File: config.mk
export PLATFORM = sky130hd
export DESIGN_NAME = num_split_seq
export DESIGN_NICKNAME = d
export VERILOG_FILES = /design/src/rtl/num_split_seq.sv
export SDC_FILE = /design/constraint.sdc
export NUM_CORES = 1
export LEC_CHECK = 0
export ABC_AREA = 1
export CAP_MARGIN = 5
export CORE_MARGIN = 10
export CORE_UTILIZATION = 45
export DETAILED_ROUTE_END_ITERATION = 6
export PLACE_DENSITY_LB_ADDON = 0.2
export SKIP_CTS_REPAIR_TIMING = 1
export SYNTH_ARGS = -nofsm -noshare
export SYNTH_HDL_FRONTEND = slang
export SYNTH_SLANG_ARGS = --single-unit
File: constraint.sdc
create_clock -name clk -period 1.8 [get_ports clk]
set_input_delay 0.36 -clock clk [delete_from_list [all_inputs] [get_ports clk]]
set_output_delay 0.36 -clock clk [all_outputs]
set_load 0.03 [all_outputs]
File: src/rtl/num_split_seq.sv
// Sequential binary-to-BCD splitter (double-dabble, one bit per clock) with sign
// magnitude, overflow saturation. Define NUM_SPLIT_SEQ_LZB_EN to blank leading zeros.
//
// state | meaning
// IDLE  | waiting for start; outputs hold the last published result
// SHIFT | W add-3/shift steps on {acc, mag}
// FIN   | publish bcd/neg/ovf, pulse done
module num_split_seq #(
    parameter int W      = 16,
    parameter int DIGITS = 5,
    parameter int SIGNED = 1
) (
    input  logic                  clk,
    input  logic                  rst_n,
    input  logic                  start,
    input  logic [W-1:0]          v,
    output logic                  busy,
    output logic                  done,
    output logic [4*DIGITS-1:0]   bcd,
    output logic                  neg,
    output logic                  ovf
);

    localparam int BW = 4 * DIGITS;
    localparam int CW = $clog2(W + 1);

    typedef enum logic [1:0] {IDLE, SHIFT, FIN} state_t;

    state_t        state;
    logic [BW-1:0] acc;
    logic [BW-1:0] acc_adj;
    logic [BW-1:0] pub_sat;
    logic [BW-1:0] pub_bcd;
    logic [W-1:0]  mag;
    logic [W-1:0]  v_mag;
    logic [CW-1:0] count;
    logic          sign;
    logic          ovf_acc;
    logic          v_neg;

    // Two's-complement negate wraps -2^(W-1) onto 2^(W-1), which fits unsigned W bits.
    assign v_neg = (SIGNED != 0) && v[W-1];
    assign v_mag = v_neg ? ((~v) + W'(1)) : v;

    always_comb begin
        acc_adj = acc;
        for (int i = 0; i < DIGITS; i++) begin
            if (acc[4*i +: 4] >= 4'd5) begin
                acc_adj[4*i +: 4] = acc[4*i +: 4] + 4'd3;
            end
        end
    end

    assign pub_sat = ovf_acc ? {DIGITS{4'h9}} : acc;

`ifdef NUM_SPLIT_SEQ_LZB_EN
    logic seen;

    always_comb begin
        pub_bcd = pub_sat;
        seen    = 1'b0;
        for (int i = DIGITS - 1; i >= 1; i--) begin
            if (pub_sat[4*i +: 4] != 4'h0) begin
                seen = 1'b1;
            end
            if (!seen) begin
                pub_bcd[4*i +: 4] = 4'hF;
            end
        end
    end
`else
    assign pub_bcd = pub_sat;
`endif

    always_ff @(posedge clk or negedge rst_n) begin
        if (!rst_n) begin
            state   <= IDLE;
            busy    <= 1'b0;
            done    <= 1'b0;
            bcd     <= '0;
            neg     <= 1'b0;
            ovf     <= 1'b0;
            acc     <= '0;
            mag     <= '0;
            count   <= '0;
            sign    <= 1'b0;
            ovf_acc <= 1'b0;
        end else begin
            done <= 1'b0;
            case (state)
                IDLE: begin
                    if (start) begin
                        mag     <= v_mag;
                        sign    <= v_neg;
                        acc     <= '0;
                        ovf_acc <= 1'b0;
                        count   <= CW'(W);
                        busy    <= 1'b1;
                        state   <= SHIFT;
                    end
                end
                SHIFT: begin
                    // Bit leaving the top digit means the value no longer fits DIGITS digits.
                    {acc, mag} <= {acc_adj[BW-2:0], mag, 1'b0};
                    ovf_acc    <= ovf_acc | acc_adj[BW-1];
                    count      <= count - CW'(1);
                    if (count == CW'(1)) begin
                        state <= FIN;
                    end
                end
                FIN: begin
                    bcd   <= pub_bcd;
                    neg   <= sign;
                    ovf   <= ovf_acc;
                    done  <= 1'b1;
                    busy  <= 1'b0;
                    state <= IDLE;
                end
                default: state <= IDLE;
            endcase
        end
    end

endmodule

# ---- Yosys cells after proc, flatten, opt, wreduce, memory -nomap -nowiden
# Cells that the tools add are included.
# W data, S select, Z words.
dict set report classes {
  n_eq_ne 5
  order_cmp 5
  reduce_logical 7
  addsub 7
  n_bitwise 2
  muxes 21
}
# cell count
set op_table {}
lappend op_table {{$mux W20} 2}
lappend op_table {{$pmux W20 S2} 1}
lappend op_table {{$mux W16} 2}
lappend op_table {{$pmux W16 S2} 1}
lappend op_table {{$add A4 B2 Y4 const B} 5}
lappend op_table {{$ge A4 B3 Y1 const B} 5}
lappend op_table {{$mux W4} 5}
lappend op_table {{$add A16 B1 Y16 const B} 1}
lappend op_table {{$not A16 Y16} 1}
lappend op_table {{$pmux W5 S2} 1}
lappend op_table {{$reduce_and A2 Y1} 4}
lappend op_table {{$eq A5 B1 Y1 const B} 1}
lappend op_table {{$mux W5} 1}
lappend op_table {{$sub A5 B1 Y5 const B} 1}
lappend op_table {{$mux W2} 2}
lappend op_table {{$ne A2 B2 Y1 const B} 2}
lappend op_table {{$pmux W1 S2} 2}
lappend op_table {{$pmux W2 S2} 1}
lappend op_table {{$reduce_bool A2 Y1} 2}
lappend op_table {{$mux W1} 3}
lappend op_table {{$eq A2 B1 Y1 const B} 1}
lappend op_table {{$eq A2 B2 Y1 const B} 1}
lappend op_table {{$logic_not A2 Y1} 1}
lappend op_table {{$or A1 B1 Y1} 1}
dict set report totals {
  input_bits 19
  out_inout_bits 24
  wordCells 58
  ff_bits 69
}

# ---- Longest topological paths before layout
# Gate-level depths: netlist of the first run.
dict set report logic_depth {
  word_depth 5
  mapped_depth 9
  depth_no_buf 9
}

# ---- Worst setup path after synthesis of the first run
# No wires, ideal clock.
dict set report synth_path {
  path_type {reg2reg}
  from {reg acc[4]}
  to {reg acc[5]}
  t_required_ps 1671
  n_path_buf 0
  slack_ps 428
  setup_time_ps 129
  arrival_ps 1243
  path_stages_with_launch 8
  period_less_slack_ps 1372
  path_cell_list {dfrtp_1 > inv_1 > ha_1 > or2_2 > nand2_1 > a21oi_1 > o21ai_0 > o21ai_0}
}
dict set report synth_via {
  elab_chain_cells 3
  word_cells_on_any_way 4
  cone_classes {add/sub: 1; order compare: 1; mux: 2}
}
# element line
set synth_rtl {}
lappend synth_rtl {{from (decl)} 30} ;# logic [BW-1:0] acc;
lappend synth_rtl {{from (signal assigned)} 104} ;# {acc, mag} <= {acc_adj[BW-2:0], mag, 1'b0};
lappend synth_rtl {{$add A4 B2 Y4 or $ge A4 B3 Y1 (tied branches)} {49, 48}}
lappend synth_rtl {{$mux W4 (*)} 48} ;# if (acc[4*i +: 4] >= 4'd5) begin
lappend synth_rtl {{$pmux W20 S2 (*)} 90} ;# case (state)
# Mark *: on every way between the ends. The rest lies on a longest branch, timed or not.
# A chain may end at the register's enable or synchronous reset.

# ---- Worst setup path after layout of the first run
dict set report layout_path {
  from {reg bcd[6]}
  to {out bcd[6]}
}
# element line
set layout_lines {}
lappend layout_lines {{from (decl)} 19} ;# output logic [4*DIGITS-1:0] bcd,
lappend layout_lines {{from (signal assigned)} 112} ;# bcd <= pub_bcd;
# No word-level cell between the ends.

==> impl_metrics.toml, run 1 <==
[synthesis]
seq_area_frac_synth = 0.499
synth-adder-area-share = 0.0470
synth_edf_count = 0
synthXorXnorAreaFrac = 0.0177
synth_async_sr_flop_share = 1.00
syn_inst = 394
synthSimpleGateAreaFrac = 0.168
combinational_family_with_the_most_area_after_synthesis = "compound AO/OA/AOI/OAI gates"
yosysUniqueCellTypes = 33
synth.cell_area_sq_um = 3460
post_synth.cell_area_avg_sq_um = 8.78
synth.yosys.warnings = 0
yosys-mux-area-fraction = 0.00289
synth_compound_gate_area_share = 0.188
dominant_synthesized_flop_cell = "sky130_fd_sc_hd__dfrtp_1"
synth-seq-cells = 69
synth_fp_nets = 426

[route]
drt_iter0_drc = 111
dr_total_vias = 2857
finalWirelength_um = 7350
ant_nets = 0
detail_route.wl_per_cell_um = 13.4
drt_pass1_iterations = 4
route.detailed.drc = 0
viasPerCell = 5.21

[finish]
finalInstanceArea_sq_um = 4180
fin_cells = 548
nets = 477
postLayoutCoreUtil = 0.568
number_of_antenna_cells_inserted = 0
drive_gt1_frac = 0.0913
syn2layout_area_growth_pct = 20.9

[die]
core_region_area_sq_um = 7370
chipWidth_um = 108
die_area_sq_um = 11600
top_level_pins = 43
die-height_um = 108
fp-row-count = 31
initial_utilization = 0.470

[min_path]
hold_path_class = "primary input to async pin"

[critical_path]
path_buf_inv = 1
critPathKind = "flop to output port"
crit_path_max_incr_delay_ns = 0.69
worstPathArrival_ns = 1.36
cp_slowest_cell = "sky130_fd_sc_hd__clkdlybuf4s50_1"
setup.reg_to_reg.worst_slack_ns = 0.19
cp_data_required_time_ns = 1.44
regToRegStartpoint = "acc[12]$_DFFE_PN0P_"
critical-path-top-delay-family = "buffers and inverters"
worstSetupStartpointType = "flop"
path_max_fanout = 2
r2r.worst_path.cells = 7
worst_r2r_endpoint = "acc[13]$_DFFE_PN0P_"
cp_cell_sequence = "clkdlybuf4s50_1"
critPathCaptureType = "output port"

[clock_tree]
clock_tree.buffer_depth = 2
cts_inserted_buffers = 9
cts_tree = "done"
path_clk_slew_ns = 0.07
cts.sinks = 69
clk-insertion-delay-late_ns = 0.32
htreeDepth = 3
clockRootBuffer = "sky130_fd_sc_hd__clkbuf_8"

[timing]
achievable-frequency_mhz = 580
worst_slack_ns = 0.0769
setup_tns_ns = 0
finalCritPeriodShare = 0.957
timing.clock.skew_ns = 0.00663
worst_hold_slack_ns = 0.0392
finalSetupViolCount = 0
hold_viol_final = 0
timing.slew.headroom = 0.730
tightest_slew_ns = 0.405
post-route-min-period_ns = 1.72
final-max-slew-violation-count = 0
rsz0062_at_grt = "false"

[place]
pre_cts_slack_ns = 0.0142
port_buffers = 42
place.gp.congestion = 0.867
placed_area_sq_um = 4000
placed_cells = 533
dp_hpwl_um = 5310

[outcome]
run_status = "finished, final reports clean"

[grt]
grt_first_pass_wirelength_um = 12300
globalRouteOverflowTotal = 0
antenna_found_initial = 0
grt_pass1_vias = 2769
grt_max_degree = 70
gr-usage-all-layers = 0.130

[power]
total_power_mw = 7.04
power.density_cell_area_nw_per_um2 = 1680
vdd_ir_drop_max_uv = 502
power_leakage_nw = 1.92

[job]
max_cap_viol_count = 0
-- power by group --
part / switching [mW] / leakage (nW) / internal (mW)
logic: 1.96 / 0.999 / 1.31
clock network: 0.526 / 0.0926 / 0.606
registers: 0.417 / 0.826 / 2.22
total: 2.90 / 1.92 / 4.14
-- worst max-delay path by stage --
stage | cells after the start | start | end
2_1_floorplan | 7 | acc[4]$_DFFE_PN0P_ | acc[5]$_DFFE_PN0P_
6_report | 1 | bcd[6]$_DFFE_PN0P_ | bcd[6]
3_3_place_gp | 8 | v[0] | mag[14]$_DFFE_PN0P_
5_1_grt | 1 | bcd[6]$_DFFE_PN0P_ | bcd[6]
4_1_cts | 1 | bcd[4]$_DFFE_PN0P_ | bcd[4]
3_5_place_dp | 8 | v[0] | mag[14]$_DFFE_PN0P_
-- synth_stat cells (2+ instances only) --
cell | instances | area (sq um)
sky130_fd_sc_hd__o21ai_1 | 19 | 95.1
sky130_fd_sc_hd__inv_2 | 3 | 11.3
sky130_fd_sc_hd__nand4_1 | 2 | 12.5
sky130_fd_sc_hd__o21ai_0 | 46 | 230
sky130_fd_sc_hd__o22ai_1 | 6 | 37.5
sky130_fd_sc_hd__a21oi_1 | 33 | 165
sky130_fd_sc_hd__nor3_1 | 2 | 10.0
sky130_fd_sc_hd__nand3_1 | 18 | 90.1
sky130_fd_sc_hd__ha_1 | 13 | 163
sky130_fd_sc_hd__buf_6 | 6 | 67.6
sky130_fd_sc_hd__nor2_4 | 2 | 22.5
sky130_fd_sc_hd__nand2_1 | 65 | 244
sky130_fd_sc_hd__xor2_1 | 6 | 52.6
sky130_fd_sc_hd__dfrtp_1 | 69 | 1730
sky130_fd_sc_hd__or2_2 | 5 | 31.3
sky130_fd_sc_hd__a22oi_1 | 13 | 97.6
sky130_fd_sc_hd__buf_2 | 4 | 20.0
sky130_fd_sc_hd__nor2_1 | 28 | 105
sky130_fd_sc_hd__inv_1 | 40 | 150
-- registers in the layout, indices dropped and copies added (netlist names) --
register / flops
done: 1
neg: 1
mag: 16
busy: 1
count: 5
ovf: 1
bcd: 20
state: 2
acc: 20
sign: 1
ovf_acc: 1
-- logic make-up (layout without fill, tap and decap cells) --
| family | after synthesis | count (layout) |
|---|---|---|
| AOI/OAI and AO/OA | 120 | 120 |
| xor gates and xnor gates | 7 | 7 |
| adders and majority gates | 13 | 13 |
| buffers and inverters | 56 | 111 |
| DFF | 69 | 69 |
| muxes | 1 | 1 |
| and+or+nand+nor | 128 | 128 |
-- metal layers --
| layer | global-route usage | wire length, um | vias to the layer above |
|---|---|---|---|
| met4 | 0.0534 | 70 | 0 |
| met3 | 0.0371 | 385 | 4 |
| met1 | 0.155 | 3450 | 1359 |
| li1 | - | - | 1426 |
| met2 | 0.215 | 3440 | 68 |
| met5 | 0 | 0 | - |
-- layout by cell type (no fill, tap or decap), types with 2 or more instances in the layout --
master                             n
sky130_fd_sc_hd__o22ai_1           6
sky130_fd_sc_hd__inv_1            40
sky130_fd_sc_hd__xor2_1            6
sky130_fd_sc_hd__nand4_1           2
sky130_fd_sc_hd__ha_1             13
sky130_fd_sc_hd__a21oi_1          33
sky130_fd_sc_hd__nor2_4            2
sky130_fd_sc_hd__nand3_1          18
sky130_fd_sc_hd__dlymetal6s2s_1    2
sky130_fd_sc_hd__buf_12            2
sky130_fd_sc_hd__nor3_1            2
sky130_fd_sc_hd__nand2_1          65
sky130_fd_sc_hd__clkbuf_1          2
sky130_fd_sc_hd__o21ai_1          19
sky130_fd_sc_hd__clkbuf_8         12
sky130_fd_sc_hd__inv_2             3
sky130_fd_sc_hd__nor2_1           28
sky130_fd_sc_hd__buf_4             8
sky130_fd_sc_hd__o21ai_0          46
sky130_fd_sc_hd__dfrtp_1          69
sky130_fd_sc_hd__clkdlybuf4s50_1  39
sky130_fd_sc_hd__a22oi_1          13
sky130_fd_sc_hd__or2_2             5
-- layout make-up --
type / instances / area [sq um]
clock inverters: 1 / 5.00
repair buffers: 52 / 520
well taps: 99 / 124
flip-flops and latches: 69 / 1730
inverters: 44 / 168
multi-input cells: 269 / 1470
clock buffers: 14 / 173
fillers: 685 / 3190
(Power assumes the default switching activity.)
==> run 2: changes to the inputs <==
--- a/config.mk
+++ b/config.mk
@@ -8,4 +8,5 @@
 export ABC_AREA = 1
+export ABC_CLOCK_PERIOD_IN_PS = 1800
 export CAP_MARGIN = 5
-export CORE_MARGIN = 10
+export CORE_MARGIN = 5
 export CORE_UTILIZATION = 45
--- a/constraint.sdc
+++ b/constraint.sdc
@@ -3,2 +3,2 @@
 set_output_delay 0.36 -clock clk [all_outputs]
-set_load 0.03 [all_outputs]
+set_load 0.1 [all_outputs]
==> impl_metrics.toml, run 2 (synthesized netlist as in run 1, its figures left out) <==
[outcome]
run_status = "finished, final reports clean"

[power]
power.density_cell_area_nw_per_um2 = 1960
vdd_ir_drop_max_uv = 570
share_comb_of_total_power = 0.520
total_power_mw = 8.84
power_switching_share = 0.454
power_frac_clock = 0.169
p_sw_mw = 4.01
power.internal_mw = 4.83
power_leakage_nw = 2.07
seq_power_share = 0.311

[place]
port_buffers = 42
place.gp.congestion = 0.877
placed_area_sq_um = 4260
dp_hpwl_um = 5450

[clock_tree]
clk-insertion-delay-late_ns = 0.35
clockRootBuffer = "sky130_fd_sc_hd__clkbuf_8"
clock_tree.buffer_depth = 2
cts_inserted_buffers = 9
cts_tree = "done"
path_clk_slew_ns = 0.08
cts.sinks = 69
htreeDepth = 3

[critical_path]
critPathKind = "flop to flop"
r2r.worst_path.cells = 8
crit_path_max_incr_delay_ns = 0.39
cp_data_required_time_ns = 2.03
setup.reg_to_reg.worst_slack_ns = 0.17
worstPathArrival_ns = 1.86
cp_slowest_cell = "sky130_fd_sc_hd__dfrtp_1"
path_max_fanout = 4
regToRegStartpoint = "acc[0]$_DFFE_PN0P_"
cp_cell_sequence = "inv_1 > ha_1 > inv_1 > nor2_1 > o21ai_0 > a21oi_1 > o21ai_0 > o21ai_1"
worst_r2r_endpoint = "acc[2]$_DFFE_PN0P_"
critPathCaptureType = "flop"
worstSetupStartpointType = "flop"

[grt]
grtUsageMet2 = 0.285
routing_usage_on_met1 = 0.208
gr-usage-all-layers = 0.169
grt_max_degree = 70
busiest_layer = "met2"
globalRouteOverflowTotal = 0
grt_first_pass_wirelength_um = 13300
grt_pass1_vias = 2966
grt_use_met3 = 0.0337
antenna_found_initial = 0

[die]
die-height_um = 97.7
fp-row-count = 32
core_region_area_sq_um = 7610
initial_utilization = 0.455
chipWidth_um = 97.7
top_level_pins = 43
die_area_sq_um = 9540

[timing]
setup_tns_ns = 0
post-route-min-period_ns = 1.63
tightest_slew_ns = 0.392
worst_hold_slack_ns = 0.0311
achievable-frequency_mhz = 615
timing.clock.skew_ns = 0.00927
rsz0062_at_grt = "false"
hold_viol_final = 0
final-max-slew-violation-count = 0
finalSetupViolCount = 0
finalCritPeriodShare = 0.903
timing.slew.headroom = 0.736

[finish]
reg.largest.list = "acc x20, bcd x20, mag x16"
finalInstanceArea_sq_um = 4500
nets = 479
postLayoutCoreUtil = 0.591
drive_gt1_frac = 0.155
syn2layout_area_growth_pct = 30.0
leading_cell_type_in_the_layout_fill_and_taps_excluded = "sky130_fd_sc_hd__dfrtp_1"
mostFrequentLayoutCells = "69 x sky130_fd_sc_hd__dfrtp_1, 65 x sky130_fd_sc_hd__nand2_1, 46 x sky130_fd_sc_hd__o21ai_0, 40 x sky130_fd_sc_hd__inv_1, 33 x sky130_fd_sc_hd__a21oi_1"
number_of_antenna_cells_inserted = 0

[route]
drt_pass1_iterations = 4
dr_total_vias = 2918
detail_route.wl_per_cell_um = 13.3
drt_iter0_drc = 178
finalWirelength_um = 7390
route.detailed.drc = 0
viasPerCell = 5.27
ant_nets = 0

[min_path]
hold_path_class = "primary input to async pin"

[job]
max_cap_viol_count = 0
==> run 2: changes by cell type in the layout (fill, tap and decap cells not counted) <==
cell                              before  now
sky130_fd_sc_hd__buf_12                2   26
sky130_fd_sc_hd__clkdlybuf4s50_1      39   17
sky130_fd_sc_hd__clkinv_4              0    1
sky130_fd_sc_hd__dlymetal6s2s_1        2    0
sky130_fd_sc_hd__buf_4                 8   10
sky130_fd_sc_hd__clkinv_2              1    3
sky130_fd_sc_hd__clkbuf_8             12    9
sky130_fd_sc_hd__clkbuf_1              2    0
sky130_fd_sc_hd__bufinv_16             0    3
==> run 2: cell type report <==
class | count | area [sq um]
clock buffer | 9 | 124
clock inverter | 7 | 114
fill | 652 | 3110
inverter | 44 | 168
multi-input combinational | 269 | 1470
sequential | 69 | 1730
tap | 102 | 128
timing repair buffer | 54 | 771
==> run 2: critical path: cells and delay by family (launching register included) <==
kind / cells / cell delay (ns)
compound gates: 4 / 0.66
buf+inv: 2 / 0.18
fa+ha+maj: 1 / 0.22
simple gates: 1 / 0.06
flops: 1 / 0.39
==> run 2: worst max-delay path by stage <==
stage	startpoint	endpoint	slack [ns]
5_1_grt	acc[0]$_DFFE_PN0P_	acc[2]$_DFFE_PN0P_	0.04
3_3_place_gp	v[0]	mag[14]$_DFFE_PN0P_	0.06
2_1_floorplan	acc[4]$_DFFE_PN0P_	acc[5]$_DFFE_PN0P_	0.43
4_1_cts	acc[4]$_DFFE_PN0P_	acc[6]$_DFFE_PN0P_	0.19
3_5_place_dp	v[0]	mag[8]$_DFFE_PN0P_	0.04
6_report	acc[0]$_DFFE_PN0P_	acc[2]$_DFFE_PN0P_	0.17
==> run 2: power by group through the flow <==
| stage | Clock [mW] | Combinational [mW] | Sequential [mW] |
|---|---|---|---|
| CTS | 1.52 | 4.62 | 2.74 |
| global route | 1.59 | 5.05 | 2.84 |
| finish | 1.50 | 4.60 | 2.75 |
| global placement | 0 | 4.49 | 2.74 |
| floorplan | 0 | 2.10 | 3.81 |
| detailed placement | 0 | 4.61 | 2.77 |
==> run 2: routing by layer <==
layer	part of all wire	up-vias
met2	0.49	81
met4	0.023	0
met5	0	-
li1	-	1429
met1	0.43	1393
met3	0.050	15
==> run 2: metrics by stage <==
stage	instances	worst slack, ns
after floorplan	394	0.428
after global placement	538	0.0604
after detailed placement	538	0.0364
after CTS	554	0.192
after global routing	554	0.0426
final	554	0.174
